$ cat src/rtl/spi_reg_frontend.sv
// SPI mode-0 register front end: decodes 16-bit {rw, addr, data} frames from
// pre-synchronised SPI levels into single-cycle register strobes; serialises read data.
module spi_reg_frontend #(
   parameter int ADDR_W = 3,
   parameter int DATA_W = 8   // frame carries exactly one data byte; only 8 is supported
) (
   input  logic              clk,
   input  logic              rst,
   input  logic              ena,
   input  logic              spi_sclk,
   input  logic              spi_cs_n,
   input  logic              spi_mosi,
   output logic              spi_miso,
   output logic              spi_miso_oe,
   output logic [ADDR_W-1:0] reg_addr,
   output logic [DATA_W-1:0] reg_wdata,
   output logic              reg_we,
   output logic              reg_re,
   input  logic [DATA_W-1:0] reg_rdata,
   output logic              frame_err
);

   typedef enum logic [1:0] {
      IDLE = 2'd0,
      CMD  = 2'd1,
      DATA = 2'd2,
      DONE = 2'd3
   } state_t;

   state_t              state_q, state_d;
   logic                sclk_q, csn_q;
   logic [3:0]          bit_cnt_q, bit_cnt_d;
   logic [7:0]          shift_q, shift_d;
   logic                rw_q, rw_d;
   logic [ADDR_W-1:0]   addr_q, addr_d;
   logic [DATA_W-1:0]   wdata_q, wdata_d;
   logic [DATA_W-1:0]   tx_q, tx_d;
   logic                we_q, we_d;
   logic                re_q, re_d;
   logic                load_q, load_d;
   logic                miso_q, miso_d;
   logic                err_q, err_d;

   logic                sclk_rise, sclk_fall, cs_start, cs_end;
   logic [7:0]          byte_in;

   assign sclk_rise = spi_sclk & ~sclk_q;
   assign sclk_fall = ~spi_sclk & sclk_q;
   assign cs_start  = csn_q & ~spi_cs_n;
   assign cs_end    = ~csn_q & spi_cs_n;
   assign byte_in   = {shift_q[6:0], spi_mosi};

   always_comb begin
      state_d   = state_q;
      bit_cnt_d = bit_cnt_q;
      shift_d   = shift_q;
      rw_d      = rw_q;
      addr_d    = addr_q;
      wdata_d   = wdata_q;
      tx_d      = tx_q;
      we_d      = 1'b0;
      re_d      = 1'b0;
      err_d     = 1'b0;
      load_d    = re_q;
      miso_d    = miso_q;

      // Read data is captured the cycle after reg_re, when the bank has it valid.
      if (load_q) tx_d = reg_rdata;

      if (!ena) begin
         state_d = IDLE;
         load_d  = 1'b0;
      end else begin
         case (state_q)
            IDLE: begin
               if (cs_start) begin
                  bit_cnt_d = 4'd0;
                  state_d   = CMD;
               end
            end
            CMD: begin
               if (cs_end) begin
                  err_d   = 1'b1;
                  state_d = IDLE;
               end else if (sclk_rise) begin
                  shift_d   = byte_in;
                  bit_cnt_d = bit_cnt_q + 4'd1;
                  if (bit_cnt_q == 4'd7) begin
                     addr_d  = byte_in[ADDR_W-1:0];
                     rw_d    = byte_in[7];
                     re_d    = ~byte_in[7];
                     state_d = DATA;
                  end
               end
            end
            DATA: begin
               if (cs_end) begin
                  err_d   = 1'b1;
                  state_d = IDLE;
               end else begin
                  if (sclk_rise) begin
                     shift_d   = byte_in;
                     bit_cnt_d = bit_cnt_q + 4'd1;
                     if (bit_cnt_q == 4'd15) begin
                        if (rw_q) begin
                           wdata_d = byte_in;
                           we_d    = 1'b1;
                        end
                        state_d = DONE;
                     end
                  end
                  if (sclk_fall && !rw_q) begin
                     miso_d = tx_q[DATA_W-1];
                     tx_d   = {tx_q[DATA_W-2:0], 1'b0};
                  end
               end
            end
            DONE: begin
               if (cs_end) state_d = IDLE;
            end
            default: state_d = IDLE;
         endcase
      end

      if (state_d == IDLE || state_d == CMD) miso_d = 1'b0;
   end

   always_ff @(posedge clk or posedge rst) begin
      if (rst) begin
         state_q   <= IDLE;
         sclk_q    <= 1'b0;
         csn_q     <= 1'b1;
         bit_cnt_q <= '0;
         shift_q   <= '0;
         rw_q      <= 1'b0;
         addr_q    <= '0;
         wdata_q   <= '0;
         tx_q      <= '0;
         we_q      <= 1'b0;
         re_q      <= 1'b0;
         load_q    <= 1'b0;
         miso_q    <= 1'b0;
         err_q     <= 1'b0;
      end else begin
         state_q   <= state_d;
         sclk_q    <= spi_sclk;
         csn_q     <= spi_cs_n;
         bit_cnt_q <= bit_cnt_d;
         shift_q   <= shift_d;
         rw_q      <= rw_d;
         addr_q    <= addr_d;
         wdata_q   <= wdata_d;
         tx_q      <= tx_d;
         we_q      <= we_d;
         re_q      <= re_d;
         load_q    <= load_d;
         miso_q    <= miso_d;
         err_q     <= err_d;
      end
   end

   assign spi_miso    = miso_q;
   assign spi_miso_oe = (state_q != IDLE);
   assign reg_addr    = addr_q;
   assign reg_wdata   = wdata_q;
   assign reg_we      = we_q;
   assign reg_re      = re_q;
   assign frame_err   = err_q;

endmodule

$ cat config.mk
export PLATFORM = sky130hd
export DESIGN_NAME = spi_reg_frontend
export DESIGN_NICKNAME = d
export VERILOG_FILES = /design/src/rtl/spi_reg_frontend.sv
export SDC_FILE = /design/constraint.sdc
export NUM_CORES = 1
export LEC_CHECK = 0
export BUFFER_PORTS_ARGS = -buffer_cell sky130_fd_sc_hd__buf_2
export CAP_MARGIN = 40
export CORE_ASPECT_RATIO = 0.8
export CORE_MARGIN = 4
export CORE_UTILIZATION = 58
export CTS_BUF_LIST = sky130_fd_sc_hd__clkbuf_2
export DETAILED_ROUTE_END_ITERATION = 8
export GPL_ROUTABILITY_DRIVEN = 0
export PLACE_DENSITY = 0.88
export SLEW_MARGIN = 10
export SYNTH_ARGS = -nofsm -noshare
export SYNTH_HDL_FRONTEND = slang
export SYNTH_SLANG_ARGS = --single-unit
$ cat constraint.sdc
create_clock -name clk -period 2.7 [get_ports clk]
set_clock_uncertainty 0.15 [all_clocks]
set_input_delay 0.27 -clock clk [delete_from_list [all_inputs] [get_ports clk]]
set_output_delay 0.27 -clock clk [all_outputs]
set_load 0.02 [all_outputs]
==> impl_metrics.tcl, run 1 <==
set metrics [dict create \
    synthSimpleGateAreaFrac_pct 12.4 \
    cts-resized-gates 0 \
    ys_async_sr_fraction_pct 100 \
    synthCells 150 \
    core_area_um2 3090 \
    combPwrFrac_pct 11.0 \
    clkSlewWorstSetupHoldPaths_ns 0.20 \
    synth_compound_area_share_pct 8.32 \
    switching_share_pct 27.9 \
    ys_ff_latch 40 \
    syn-cell-area_um2 1860 \
    synth_area_leader_cell "dfrtp_1" \
    finalCriticalPeriod_ns 2.17 \
    cp_data_required_time_ns 2.84 \
    area_growth_pct 16.2 \
    p_per_area_nw_per_um2 473 \
    dieWidth_um 71.4 \
    final_area_um2 2170 \
    synthTopCellsByArea "dfrtp_1 52%, mux2_2 7.2%, mux2_4 6.4%, mux2i_1 4.3%, ha_1 4.0%" \
    grt_usage_pct 18.9 \
    holdPathEnd "tx_q[3]" \
    outcome "finished, final reports clean" \
    rrSetupSlack_ns 0.53 \
    critPathMaxFanout 9 \
    p_switching_w 0.000286 \
    clock-sinks 40 \
    fmax_ghz 0.461 \
    antennaDiodeCount 0 \
    vias 1266 \
    p_leak_nw 1.12 \
    place_area_um2 2030 \
    die_height_um 58.7 \
    multi_input_area_um2 797 \
    worstMarginPinSlew_ns 0.487 \
    drt-pass1-iter-count 4 \
    synth_edf_count 0 \
    fin_util_pct 70.2 \
    grt.overflow.total 0 \
    viasPerCell 5.46 \
    portBuffers 29 \
    cp_data_arrival_time_ns 2.31 \
    dp_hpwl_mm 2.55 \
    setup-violations-final 0 \
    ff2ff_path_depth 5 \
    seq_area_um2 1000 \
    yosysWarningCount 0 \
    htreeDepth 2 \
    intPower_w 0.000739 \
    drv_slew 0 \
    netlist_top_cells_count "39 x dfrtp_1, 12 x mux2_2, 10 x nor2_1" \
    synth_top_family_by_area "multiplexers" \
    grt_pass1_vias 1272 \
    start_util_pct 60.4 \
    rsz0062_at_grt "false" \
    antenna_found_initial 0 \
    synth_xor_area_share_pct 0 \
    drive_above_1_share_pct 35.4 \
    p_clk_share_pct 24.7 \
    drt_iter0_drc 77 \
    design.portCount 30 \
    path_class "reg2reg" \
    critPathCaptureType "flop" \
    syn_avg_cell_area_um2 12.4 \
    fin_crit_sh_pct 80.4 \
    yosys.area.top_type_share_pct 52.3 \
    die-area_um2 4190 \
    routed_wl_mm 3.58 \
    grt_pass1_wl_mm 6.02 \
    irDropWorstVdd_mv 0.390 \
    drc 0 \
    clkLatencyLatePin_ns 0.40 \
    r2r_end "shift_q[0]" \
    cts_tree "yes" \
    clock_path_buffers 2 \
    fill_cells 219 \
    synth_flop_cell "dfrtp_1" \
    synth_cell_types 38 \
    whs_path_depth 3 \
    synthMuxAreaShare_pct 18.0 \
    nets 211 \
    std_cell_rows 18 \
    wl_per_cell_um 15.4 \
    synth_nets 170 \
    final_hold_viol_count 0 \
    instances_no_fill 232 \
    synth-adder-area-share_pct 4.03 \
    grt_max_degree 41 \
    seq_power_share_pct 64.3 \
    maxCapViolCount 0 \
    holdBufCountCts 9 \
    yosysMostFrequentCell "dfrtp_1" \
    worst_r2r_startpoint "state_q[0]" \
    cts_setup_buffers 0 \
    max_slew_margin_pct 67.6 \
    final_antenna_net_count 0 \
    start_kind "flop" \
    place_inst 214 \
    numCtsBuffers 5 \
    cts-root-buf "clkbuf_2" \
    hp-start "reg_rdata[3]" \
    hp-class "in2reg" \
    seq_area_frac_synth_pct 53.8 \
    tns_ns 0 \
]
==> cells by family after synthesis <==
kind of cell	count (synthesis)
compound gates	23
fa+ha+maj	6
flops	40
simple gates	40
buf+inv	13
mux	28
==> through the flow <==
stage               setup WS (ns)  hold WS (ns)  total power (W)
finish                      0.530        0.0239          0.00103
global route                0.464        0.0142          0.00108
CTS                         0.540        0.0110          0.00103
detailed placement          0.600         0.248         0.000771
global placement            0.706         0.241         0.000759
floorplan                   0.769         0.124         0.000731
==> worst max-delay path by stage <==
stage / startpoint / endpoint / slack (ns) / cells after the start
after CTS: state_q[0] / shift_q[0] / 0.54 / 5
after detailed placement: state_q[0] / shift_q[0] / 0.60 / 5
after global routing: state_q[0] / bit_cnt_q[2] / 0.46 / 6
final: state_q[0] / shift_q[0] / 0.53 / 5
after global placement: state_q[0] / shift_q[3] / 0.71 / 5
after floorplan: state_q[0] / shift_q[0] / 0.77 / 6
==> final cells by class <==
type / count / share of cell area (%)
multi-input cells: 97 / 36.8
inverters: 7 / 1.21
clock inverters: 3 / 0.635
well taps: 40 / 2.31
clock buffers: 5 / 1.15
repair buffers: 40 / 11.7
flip-flops and latches: 40 / 46.2
==> flip-flops by register name, indices dropped and copies added, names as in the netlist <==
register and flops:
reg_wdata 8, reg_re 1, reg_we 1, state_q 2, csn_q 1, tx_q 8
shift_q 7, spi_miso 1, load_q 1, reg_addr 3, frame_err 1, sclk_q 1
rw_q 1, bit_cnt_q 4
==> power by group through the flow <==
stage | registers, W | logic (W) | clock network (W)
after floorplan | 0.000659 | 0.0000714 | 0
after global placement | 0.000664 | 0.0000952 | 0
after detailed placement | 0.000669 | 0.000102 | 0
after CTS | 0.000658 | 0.000112 | 0.000262
after global routing | 0.000664 | 0.000127 | 0.000287
final | 0.000659 | 0.000113 | 0.000253
==> worst max-delay path: stages, from the launching register on <==
cell,delay (ns)
dfrtp_1,0.46
inv_1,0.11
ha_1,0.42
and3b_2,0.28
nand3_1,0.26
mux2_2,0.38
==> cell usage in the layout (no fill, tap or decap), types with 2 or more instances in the layout <==
cell type / synthesis / layout
nand3_1: 6 / 6
clkbuf_2: 0 / 5
nand2_1: 7 / 7
mux2_2: 12 / 12
mux2i_1: 8 / 8
a21oi_1: 9 / 9
o21ai_0: 6 / 6
inv_1: 7 / 7
or3_1: 2 / 2
dlygate4sd3_1: 0 / 10
nor2_1: 10 / 10
dfrtp_1: 39 / 39
clkinv_2: 0 / 2
ha_1: 6 / 6
o221a_2: 2 / 2
mux2_4: 8 / 8
buf_2: 4 / 29
==> layer usage <==
metal / routed length [um] / global-route usage [%]
met1: 1680 / 26.0
met2: 1660 / 28.0
met3: 178 / 6.31
met4: 70 / 6.97
met5: 0 / 0
Power figures use the tool's default switching activity.
==> inputs of run 2 (changes only) <==
ABC_AREA = 1   (was not set)
PLACE_DENSITY = 0.87   (was 0.88)
clock period = 2.07 ns   (was 2.7 ns; I/O delays follow)
==> impl_metrics.tcl, run 2 <==
set metrics [dict create \
    pre_cts_slack_ns 0.187 \
    die-area_um2 4280 \
    synth_flop_cell "dfrtp_1" \
    area_growth_pct 18.8 \
    fin_crit_sh_pct 92.0 \
    fmax_ghz 0.525 \
    numCtsBuffers 5 \
    cp_data_required_time_ns 2.22 \
    htreeDepth 2 \
    synth_nets 233 \
    clock-sinks 40 \
    synth_edf_count 0 \
    drive_above_1_share_pct 23.0 \
    start_kind "flop" \
    fin_util_pct 72.4 \
    drt-pass1-iter-count 4 \
    p_leak_nw 1.16 \
    outcome "finished, final reports clean" \
    final_hold_viol_count 0 \
    start_util_pct 61.0 \
    p_per_area_nw_per_um2 563 \
    seq_area_frac_synth_pct 52.5 \
    grt_max_degree 41 \
    critPathCaptureType "flop" \
    viasPerCell 5.05 \
    syn_avg_cell_area_um2 8.96 \
    synth_area_leader_cell "dfrtp_1" \
    grt_pass1_wl_mm 6.47 \
    irDropWorstVdd_mv 0.410 \
    cts_tree "yes" \
    fill_cells 246 \
    std_cell_rows 18 \
    drc 0 \
    synth_cell_types 23 \
    final_cell_mix "56 x nand2_1, 39 x dfrtp_1, 30 x inv_1, 29 x buf_2, 14 x o21ai_0" \
    worst_slack_ns 0.166 \
    clkLatencyLatePin_ns 0.41 \
    finalCriticalPeriod_ns 1.90 \
    clock_path_buffers 2 \
    path_class "reg2reg" \
    grt.overflow.total 0 \
    maxCapViolCount 0 \
    antennaDiodeCount 0 \
    dieWidth_um 72.1 \
    grt_pass1_vias 1482 \
    portBuffers 29 \
    tns_ns 0 \
    yosys.area.top_type_share_pct 51.1 \
    yosysWarningCount 0 \
    holdWs_ns 0.282 \
    layout_commonest_cell "nand2_1" \
    hp-class "in2reg" \
    routed_wl_mm 3.81 \
    netlist_top_cells_count "58 x nand2_1, 39 x dfrtp_1, 30 x inv_1" \
    design.portCount 30 \
    drv_slew 0 \
    total_power_w 0.00128 \
    clkSlewWorstSetupHoldPaths_ns 0.22 \
    cts-root-buf "clkbuf_2" \
    vias 1521 \
    critPathMaxFanout 17 \
    setup-violations-final 0 \
    ys_async_sr_fraction_pct 100 \
    yosysMostFrequentCell "nand2_1" \
    worstMarginPinSlew_ns 0.487 \
    grt_usage_pct 19.9 \
    rsz0062_at_grt "false" \
    drt_iter0_drc 108 \
    final_antenna_net_count 0 \
    syn-cell-area_um2 1910 \
    synthCells 213 \
    die_height_um 59.3 \
    dp_hpwl_mm 2.62 \
    antenna_found_initial 0 \
    ys_ff_latch 40 \
    nets 280 \
    synthTopCellsByArea "dfrtp_1 51%, nand2_1 11%, inv_1 5.9%, ha_1 3.9%, mux2i_1 3.7%" \
    max_slew_margin_pct 67.5 \
    core_area_um2 3130 \
    cp_data_arrival_time_ns 2.05 \
    wl_per_cell_um 12.7 \
]
-- run 2: cell types whose count changed after synthesis, moves of 4 or more --
cell | before | now
nor2_1 | 10 | 14
o21ai_2 | 0 | 8
mux2_2 | 12 | 0
nand2_1 | 7 | 58
o21ai_1 | 0 | 8
mux2_4 | 8 | 0
inv_1 | 7 | 30
o21ai_0 | 6 | 14
a21oi_1 | 9 | 5
-- run 2: path summary, 6_finish.rpt --
path / slack, ns / to / cells past startpoint / from
worst max-delay path: 0.17 / reg_wdata[6] / 7 / state_q[0]
worst min-delay path: 0.28 / csn_q / 2 / spi_cs_n
worst max register to register: 0.17 / reg_wdata[6] / 7 / state_q[0]
worst min register to register: 0.34 / reg_re / 1 / shift_q[6]
max in group asynchronous: 1.12 / shift_q[5] / 4 / rst
min in group asynchronous: 0.30 / shift_q[0] / 4 / rst
-- run 2: critical path, stage by stage, from the launching register on --
cell and delay, ns:
dfrtp_1 0.47, inv_1 0.14, ha_1 0.23, nand2_1 0.11, nor2_4 0.15, nand4_4 0.29, nand2_1 0.18, o21ai_2 0.06
-- run 2: stage by stage --
stage	area, um^2	instances
floorplan	1910	213
global placement	2080	279
detailed placement	2080	279
CTS	2250	300
global route	2270	301
finish	2270	301
-- run 2: kinds of logic after synthesis --
kind of cell / after synthesis / synth area share (%)
fa+ha+maj: 6 / 3.93
buf+inv: 35 / 7.80
mux: 7 / 3.67
compound gates: 35 / 10.8
flops: 40 / 52.5
simple gates: 90 / 21.3
-- run 2: repair_timing --
item,4_1_cts,5_1_grt
resized for setup,0,4
setup buffers,0,0
hold buffers,13,0
endpoints found under the setup margin,0,12
endpoints found under the hold margin,56,0
-- run 2: cell type report --
type,count,area [um^2],share of cell area [%]
Clock buffer,5,25.0,1.10
Sequential cell,40,1000,44.2
Multi-Input combinational cell,139,776,34.2
Inverter,31,116,5.14
Clock inverter,3,13.8,0.607
Tap cell,40,50.0,2.21
Timing Repair Buffer,43,283,12.5
-- run 2: routing by layer --
layer / vias up / track usage [%] / wire [um]
met5: - / 0 / 0
met4: 0 / 7.24 / 52
met3: 7 / 5.08 / 207
met2: 39 / 32.6 / 1810
met1: 708 / 25.8 / 1740
li1: 767 / - / -
-- run 2: where the power goes --
part           leakage, nW  internal (W)  switching [W]
sequential           0.546      0.000799      0.0000148
combinational        0.588     0.0000511      0.0000806
clock               0.0302     0.0000758       0.000254
total                 1.16      0.000926       0.000349
